**config.mk**
```make
export PLATFORM = sky130hd
export DESIGN_NAME = ysyx_22040750_ifu_axi_flat
export DESIGN_NICKNAME = d
export VERILOG_FILES = /design/src/rtl/ysyx_22040750_ifu_axi_pkg.sv /design/src/rtl/ysyx_22040750_ifu_axi_if.sv /design/src/rtl/ysyx_22040750_ifu_axi.sv /design/src/flat_wrapper.sv
export SDC_FILE = /design/constraint.sdc
export NUM_CORES = 1
export LEC_CHECK = 0
export ABC_AREA = 1
export CAP_MARGIN = 20
export CORE_MARGIN = 1.5
export CORE_UTILIZATION = 37
export CTS_BUF_LIST = sky130_fd_sc_hd__clkbuf_2
export DETAILED_ROUTE_END_ITERATION = 10
export GPL_ROUTABILITY_DRIVEN = 0
export PLACE_DENSITY_LB_ADDON = 0.05
export SLEW_MARGIN = 20
export SYNTH_ARGS = -nofsm -noshare
export SYNTH_HDL_FRONTEND = slang
export SYNTH_SLANG_ARGS = --single-unit
```
**constraint.sdc**
```tcl
create_clock -name I_sys_clk -period 1.45 [get_ports I_sys_clk]
set_clock_uncertainty 0.2 [all_clocks]
set_input_delay 0.145 -clock I_sys_clk [delete_from_list [all_inputs] [get_ports I_sys_clk]]
set_output_delay 0.145 -clock I_sys_clk [all_outputs]
set_load 0.03 [all_outputs]
```
**src/rtl/ysyx_22040750_ifu_axi_pkg.sv**
```systemverilog
// Shared definitions for the instruction-fetch AXI4-Lite bridge:
// FSM state encoding, AXI constants and small address helpers.
package ysyx_22040750_pkg;

   // FSM state type and encoding (legacy-compatible plain constants)
   typedef logic [1:0] ifu_state_t;

   localparam ifu_state_t ST_IDLE = 2'd0;
   localparam ifu_state_t ST_AR   = 2'd1;
   localparam ifu_state_t ST_R    = 2'd2;

   // AXI encodings used by the bridge
   localparam logic [1:0] AXI_RESP_OKAY = 2'b00;
   localparam logic [2:0] AXI_SIZE_4B   = 3'b010;

   // A fetch address is misaligned when either of its two low bits is set
   function automatic logic req_misaligned(input logic [1:0] addr_lo);
      return (addr_lo != 2'b00);
   endfunction

   // Error class of an AXI response: SLVERR/DECERR both set bit 1
   function automatic logic resp_is_err(input logic [1:0] resp);
      return resp[1];
   endfunction

endpackage

```
**src/rtl/ysyx_22040750_ifu_axi_if.sv**
```systemverilog
// Bundle of the IF-stage request/response signals and the AXI4-Lite read
// channels of the fetch bridge. "master" is the bridge side, "slave" is the
// environment (IF stage plus AXI slave). O_inst_err exists only when
// IFU_ERR_EN is defined.
interface ysyx_22040750_ifu_axi_if #(
   parameter int ADDR_W = 32,
   parameter int DATA_W = 64
);
   // IF-stage side
   logic              I_req_valid;
   logic [ADDR_W-1:0] I_req_addr;
   logic              O_req_ready;
   logic              O_inst_valid;
   logic [31:0]       O_inst;
   logic              I_flush;
`ifdef IFU_ERR_EN
   logic              O_inst_err;
`endif

   // AXI read address / read data channels
   logic [ADDR_W-1:0] O_araddr;
   logic              O_arvalid;
   logic [2:0]        O_arsize;
   logic              I_arready;
   logic              I_rvalid;
   logic [DATA_W-1:0] I_rdata;
   logic [1:0]        I_rresp;
   logic              O_rready;

   modport master (
`ifdef IFU_ERR_EN
      output O_inst_err,
`endif
      input  I_req_valid, I_req_addr, I_flush,
      output O_req_ready, O_inst_valid, O_inst,
      output O_araddr, O_arvalid, O_arsize, O_rready,
      input  I_arready, I_rvalid, I_rdata, I_rresp
   );

   modport slave (
`ifdef IFU_ERR_EN
      input  O_inst_err,
`endif
      output I_req_valid, I_req_addr, I_flush,
      input  O_req_ready, O_inst_valid, O_inst,
      input  O_araddr, O_arvalid, O_arsize, O_rready,
      output I_arready, I_rvalid, I_rdata, I_rresp
   );

endinterface

```
**src/rtl/ysyx_22040750_ifu_axi.sv**
```systemverilog
// Instruction-fetch bus bridge: turns one IF-stage fetch request into one
// AXI4-Lite read and returns the selected 32-bit instruction as a one-cycle
// pulse. A flush while the read is outstanding drops the response.
// Optional feature macro: IFU_ERR_EN (misalignment check, rresp error and
// the O_inst_err output).
module ysyx_22040750_ifu_axi
   import ysyx_22040750_pkg::*;
#(
   parameter int DATA_W = 64,
   parameter int ADDR_W = 32
) (
   input logic                      I_sys_clk,
   input logic                      I_rst,
   ysyx_22040750_ifu_axi_if.master  bus
);

   ifu_state_t        state_r;
   logic              discard_r;
   logic              addr_b2_r;
   logic [ADDR_W-1:0] araddr_r;
   logic              arvalid_r;
   logic              rready_r;
   logic              inst_valid_r;
   logic [31:0]       inst_r;
`ifdef IFU_ERR_EN
   logic              inst_err_r;
`endif

   logic              req_fire_s;
   logic              r_fire_s;
   logic              misaligned_s;
   logic              resp_err_s;
   logic [31:0]       rdata_word_s;
   logic              unused_s;

   assign req_fire_s = bus.I_req_valid && (state_r == ST_IDLE);
   assign r_fire_s   = bus.I_rvalid && rready_r;

`ifdef IFU_ERR_EN
   assign misaligned_s = req_misaligned(bus.I_req_addr[1:0]);
   assign resp_err_s   = resp_is_err(bus.I_rresp);
`else
   // Low address bits are simply masked and the response code is ignored
   assign misaligned_s = 1'b0;
   assign resp_err_s   = 1'b0;
`endif

   // Bits that only matter in some configurations
   assign unused_s = ^{bus.I_rresp, bus.I_req_addr[1:0], addr_b2_r, resp_err_s};

   // Pick the 32-bit word addressed by the latched address bit 2
   generate
      if (DATA_W == 64) begin : g_dw64
         // Upper half of the beat holds the word at addr[2]==1
         always_comb begin
            if (addr_b2_r) begin
               rdata_word_s = bus.I_rdata[63:32];
            end else begin
               rdata_word_s = bus.I_rdata[31:0];
            end
         end
      end else begin : g_dw32
         // A 32-bit bus returns the requested word directly
         always_comb begin
            rdata_word_s = bus.I_rdata[31:0];
         end
      end
   endgenerate

   // Fetch FSM, discard tracking and registered outputs
   always_ff @(posedge I_sys_clk) begin
      if (I_rst) begin
         state_r      <= ST_IDLE;
         discard_r    <= 1'b0;
         addr_b2_r    <= 1'b0;
         araddr_r     <= {ADDR_W{1'b0}};
         arvalid_r    <= 1'b0;
         rready_r     <= 1'b0;
         inst_valid_r <= 1'b0;
         inst_r       <= 32'd0;
`ifdef IFU_ERR_EN
         inst_err_r   <= 1'b0;
`endif
      end else begin
         // The instruction strobe is a single-cycle pulse
         inst_valid_r <= 1'b0;
`ifdef IFU_ERR_EN
         inst_err_r   <= 1'b0;
`endif
         case (state_r)
            ST_IDLE: begin
               // Flush in IDLE is ignored: a same-cycle request is the redirect target
               if (req_fire_s && misaligned_s) begin
                  inst_valid_r <= 1'b1;
                  inst_r       <= 32'd0;
`ifdef IFU_ERR_EN
                  inst_err_r   <= 1'b1;
`endif
               end else if (req_fire_s) begin
                  araddr_r  <= {bus.I_req_addr[ADDR_W-1:2], 2'b00};
                  addr_b2_r <= bus.I_req_addr[2];
                  arvalid_r <= 1'b1;
                  state_r   <= ST_AR;
               end
            end
            ST_AR: begin
               // AR is never withdrawn once raised; a flush only marks the reply
               if (bus.I_flush) begin
                  discard_r <= 1'b1;
               end
               if (bus.I_arready) begin
                  arvalid_r <= 1'b0;
                  rready_r  <= 1'b1;
                  state_r   <= ST_R;
               end
            end
            ST_R: begin
               if (r_fire_s) begin
                  rready_r  <= 1'b0;
                  discard_r <= 1'b0;
                  state_r   <= ST_IDLE;
                  if (!discard_r && !bus.I_flush) begin
                     inst_valid_r <= 1'b1;
                     inst_r       <= rdata_word_s;
`ifdef IFU_ERR_EN
                     inst_err_r   <= resp_err_s;
`endif
                  end
               end else if (bus.I_flush) begin
                  discard_r <= 1'b1;
               end
            end
            default: begin
               state_r   <= ST_IDLE;
               discard_r <= 1'b0;
               arvalid_r <= 1'b0;
               rready_r  <= 1'b0;
            end
         endcase
      end
   end

   assign bus.O_req_ready  = (state_r == ST_IDLE);
   assign bus.O_inst_valid = inst_valid_r;
   assign bus.O_inst       = inst_r;
   assign bus.O_araddr     = araddr_r;
   assign bus.O_arvalid    = arvalid_r;
   assign bus.O_arsize     = AXI_SIZE_4B;
   assign bus.O_rready     = rready_r;
`ifdef IFU_ERR_EN
   assign bus.O_inst_err   = inst_err_r;
`endif

endmodule

```
**src/flat_wrapper.sv**
```systemverilog
// flat-port wrapper written by rule: the top's interface ports become plain ports
module ysyx_22040750_ifu_axi_flat import ysyx_22040750_pkg::*;
#(
   parameter int DATA_W = 64,
   parameter int ADDR_W = 32
)
  (I_sys_clk, I_rst, bus_I_req_valid, bus_I_req_addr, bus_I_flush, bus_O_req_ready, bus_O_inst_valid, bus_O_inst, bus_O_araddr, bus_O_arvalid, bus_O_arsize, bus_O_rready, bus_I_arready, bus_I_rvalid, bus_I_rdata, bus_I_rresp);
  ysyx_22040750_ifu_axi_if #(.ADDR_W(ADDR_W), .DATA_W(DATA_W)) bus_i ();
  input logic I_sys_clk;
  input logic I_rst;
  input wire logic [$bits(bus_i.I_req_valid)-1:0] bus_I_req_valid;
  input wire logic [$bits(bus_i.I_req_addr)-1:0] bus_I_req_addr;
  input wire logic [$bits(bus_i.I_flush)-1:0] bus_I_flush;
  output wire logic [$bits(bus_i.O_req_ready)-1:0] bus_O_req_ready;
  output wire logic [$bits(bus_i.O_inst_valid)-1:0] bus_O_inst_valid;
  output wire logic [$bits(bus_i.O_inst)-1:0] bus_O_inst;
  output wire logic [$bits(bus_i.O_araddr)-1:0] bus_O_araddr;
  output wire logic [$bits(bus_i.O_arvalid)-1:0] bus_O_arvalid;
  output wire logic [$bits(bus_i.O_arsize)-1:0] bus_O_arsize;
  output wire logic [$bits(bus_i.O_rready)-1:0] bus_O_rready;
  input wire logic [$bits(bus_i.I_arready)-1:0] bus_I_arready;
  input wire logic [$bits(bus_i.I_rvalid)-1:0] bus_I_rvalid;
  input wire logic [$bits(bus_i.I_rdata)-1:0] bus_I_rdata;
  input wire logic [$bits(bus_i.I_rresp)-1:0] bus_I_rresp;
  assign bus_i.I_req_valid = bus_I_req_valid;
  assign bus_i.I_req_addr = bus_I_req_addr;
  assign bus_i.I_flush = bus_I_flush;
  assign bus_O_req_ready = bus_i.O_req_ready;
  assign bus_O_inst_valid = bus_i.O_inst_valid;
  assign bus_O_inst = bus_i.O_inst;
  assign bus_O_araddr = bus_i.O_araddr;
  assign bus_O_arvalid = bus_i.O_arvalid;
  assign bus_O_arsize = bus_i.O_arsize;
  assign bus_O_rready = bus_i.O_rready;
  assign bus_i.I_arready = bus_I_arready;
  assign bus_i.I_rvalid = bus_I_rvalid;
  assign bus_i.I_rdata = bus_I_rdata;
  assign bus_i.I_rresp = bus_I_rresp;
  ysyx_22040750_ifu_axi #(.DATA_W(DATA_W), .ADDR_W(ADDR_W)) u_core (.I_sys_clk(I_sys_clk), .I_rst(I_rst), .bus(bus_i));
endmodule
```
==> results of run 1 <==
==> per-layer routing <==
metal	vias to the layer above	track usage
li1	1947	-
met1	1626	0.235
met2	112	0.355
met3	11	0.0583
met4	0	0.0615
met5	-	0
==> metrics by stage <==
stage / util / hold slack [ns] / setup WS, ns / instance area (um^2)
floorplan: - / 0.0141 / -0.0312 / 3320
global placement: 0.592 / 0.241 / -0.166 / 5140
global route: 0.690 / 0.00482 / -0.391 / 5990
finish: 0.690 / 0.0286 / -0.272 / 5990
CTS: 0.612 / 0.00845 / -0.325 / 5310
detailed placement: 0.592 / 0.251 / -0.204 / 5140
==> cells by family (layout without fill, tap and decap cells) <==
kind of cell    count (synthesis)  count (layout)
other cells                     2               5
flops                          68              68
simple gates                  316             316
compound gates                 32              32
buf+inv                       112             317
fa+ha+maj                       3               3
==> Yosys cell counts <==
library cell | count | share of area
a21oi_1 | 2 | 0.0030
buf_2 | 12 | 0.018
buf_4 | 9 | 0.020
buf_6 | 6 | 0.020
clkbuf_1 | 5 | 0.0057
clkinv_1 | 17 | 0.019
conb_1 | 2 | 0.0023
dfxtp_1 | 68 | 0.41
ha_1 | 3 | 0.011
inv_1 | 62 | 0.070
inv_2 | 1 | 0.0011
nand2_1 | 112 | 0.13
nand2_2 | 1 | 0.0019
nand3_1 | 7 | 0.011
nand3_2 | 1 | 0.0030
nor2_1 | 193 | 0.22
nor2_8 | 1 | 0.0061
nor3_1 | 1 | 0.0015
o21ai_0 | 30 | 0.045
==> final cells by class <==
type                    instances  area, um^2  share of cell area
clock buffers                   9        45.0             0.00752
flip-flops and latches         68        1440               0.240
repair buffers                221        2270               0.378
well taps                     108         135              0.0226
multi-input cells             356        1710               0.286
clock inverters                 7        91.3              0.0152
inverters                      80         307              0.0512
==> power by group <==
group	switching (mW)	total, mW	leakage, nW	internal, mW
logic	2.26	4.37	2.24	2.11
registers	0.239	2.49	0.577	2.25
clock network	0.706	1.27	0.0833	0.566
==> what timing repair did <==
item | 4_1_cts | 5_1_grt
buffers inserted | 9 | 22
pin swaps | 4 | 10
resized for setup | 335 | 194
endpoints found under the hold margin | 0 | 1
hold buffers | 0 | 1
endpoints found under the setup margin | 129 | 118
gates cloned | 5 | 4
==> registers in the layout, indices dropped and copies added (netlist names) <==
name,count
u_core.bus.O_inst,32
u_core.bus.O_araddr,30
u_core.state_r,2
u_core.bus.O_arvalid,1
u_core.bus.O_inst_valid,1
u_core.bus.O_rready,1
u_core.discard_r,1
==> worst max-delay path: cells and delay by family (launching register included) <==
family | cells | cell delay [ns]
buffers and inverters | 4 | 0.39
adder cells (fa/ha/maj) | 1 | 0.15
flip-flops | 1 | 0.37
==> worst paths after layout <==
check                                          endpoint  slack (ns)  depth (start not counted)
worst max register to register   u_core.bus.O_araddr[9]       -0.25                          9
worst min-delay path            u_core.bus.O_araddr[10]        0.03                          3
worst max-delay path                    bus_O_req_ready       -0.27                          5
worst min register to register     u_core.bus.O_arvalid        0.26                          2
==> impl_metrics.py, run 1 <==
metrics = {
    "run_status": {
        "status": "finished with violations",
        "violations": "setup timing",
    },
    "synth": {
        "synth-xor-area-share": 0,
        "synthMuxAreaShare": 0,
        "syn_inst": 533,
        "seq_area_frac_synth": 0.412,
        "yosysWarnings": 0,
        "synthSimpleGateAreaFrac": 0.370,
        "ys_ff_latch": 68,
        "syn_area_um2": 3300,
        "synth_top_family_by_area": "simple AND/OR/NAND/NOR gates",
        "synthAdderAreaFrac": 0.0114,
        "syn_area_per_cell_um2": 6.19,
        "synth_compound_area_frac": 0.0485,
        "ys_types": 19,
    },
    "routing": {
        "wl_met1_mm": 4.46,
        "met2WireLength_mm": 5.07,
        "routed.top_layer": "met4",
        "vias_per_cell": 4.35,
        "dr.pass1.iters": 4,
        "via_count": 3696,
        "ant_nets": 0,
        "drc": 0,
        "wl_met3_um": 649,
        "wirelength_mm": 10.3,
        "post_drt_wl_per_cell_um": 12.2,
        "drt-initial-drc-count": 151,
    },
    "floorplan": {
        "die_area_um2": 9500,
        "fp.dieH_um": 97.5,
        "die-width_um": 97.5,
        "rows": 34,
        "core_area_um2": 8680,
        "start_util": 0.380,
        "io_pins": 175,
    },
    "setup_path": {
        "crit_fanout": 2,
        "end_kind": "output pin",
        "crit_path_start": "u_core.state_r[0]",
        "worstSetupPathType": "register to output pin",
        "crit-reg2reg-launch": "u_core.state_r[0]",
        "cp_data_required_time_ns": 1.11,
        "path_cells": "inv_2 > buf_6 > ha_4 > buf_6 > buf_6",
        "slowest_delay_ns": 0.37,
        "cpMaxStageDelayCell": "dfxtp_2",
        "worstPathArrival_ns": 1.38,
        "worstSetupStartpointType": "register",
        "crit_path_frequent_cell": "buf_6",
    },
    "worst_hold_path": {
        "hold_path.class": "primary input to register",
        "hp-start": "bus_I_req_addr[10]",
    },
    "clock_tree": {
        "cts_buffer_depth": 2,
        "cts-buffers-inserted": 9,
        "path_clk_slew_ns": 0.22,
        "cts_max_level": 3,
        "clk_latency_ns": 0.46,
        "clock_sinks": 68,
        "cts_root_buf": "clkbuf_2",
        "cts_tree": "done",
    },
    "timing": {
        "max_clock_freq_ghz": 0.581,
        "rsz0062_at_grt": "true",
        "fin_crit_sh": 1.19,
        "layout_min_cycle_time_ns": 1.72,
        "finalSetupViolCount": 66,
        "timing_hold_violations_final": 0,
        "setup_ws_ns": -0.272,
        "maxSlewViolCount": 0,
        "finalSetupTns_ns": -11.86,
    },
    "grt": {
        "grt.overflow.total": 0,
        "grt_pass1_wl_mm": 15.6,
        "antenna_found_initial": 0,
        "grt_use_total": 0.201,
        "grt_pass1_vias": 3404,
        "grt_max_degree": 45,
    },
    "power_and_ir_drop": {
        "powerDensity_nw_per_um2": 1360,
        "ir_worst_vdd_uv": 1040,
        "p_total_mw": 8.13,
        "leakagePower_nw": 2.90,
    },
    "finish": {
        "final_cell_count_no_fill": 849,
        "mostFrequentLayoutCell": "nor2_1",
        "drive_above_1_share": 0.321,
        "nets": 843,
        "antenna_cells": 0,
        "layout_common_cells": "nor2_1, nand2_1, clkdlybuf4s50_1, inv_1, dfxtp_2",
        "area_growth_pct": 81.5,
        "fillers": 728,
    },
    "placement": {
        "port_buffers": 165,
        "detailed_place_hpwl_mm": 6.37,
        "dp.cells": 794,
    },
    "job": {
        "cap_viol_max_count": 0,
    },
}
(Power assumes the default switching activity.)
==> run 2: changes to the inputs <==
- ABC_CLOCK_PERIOD_IN_PS: not set -> 1450
- CTS_CLUSTER_DIAMETER: not set -> 150
==> results of run 2 <==
No change in the layout: final DEF, timing and power equal those of run 1.
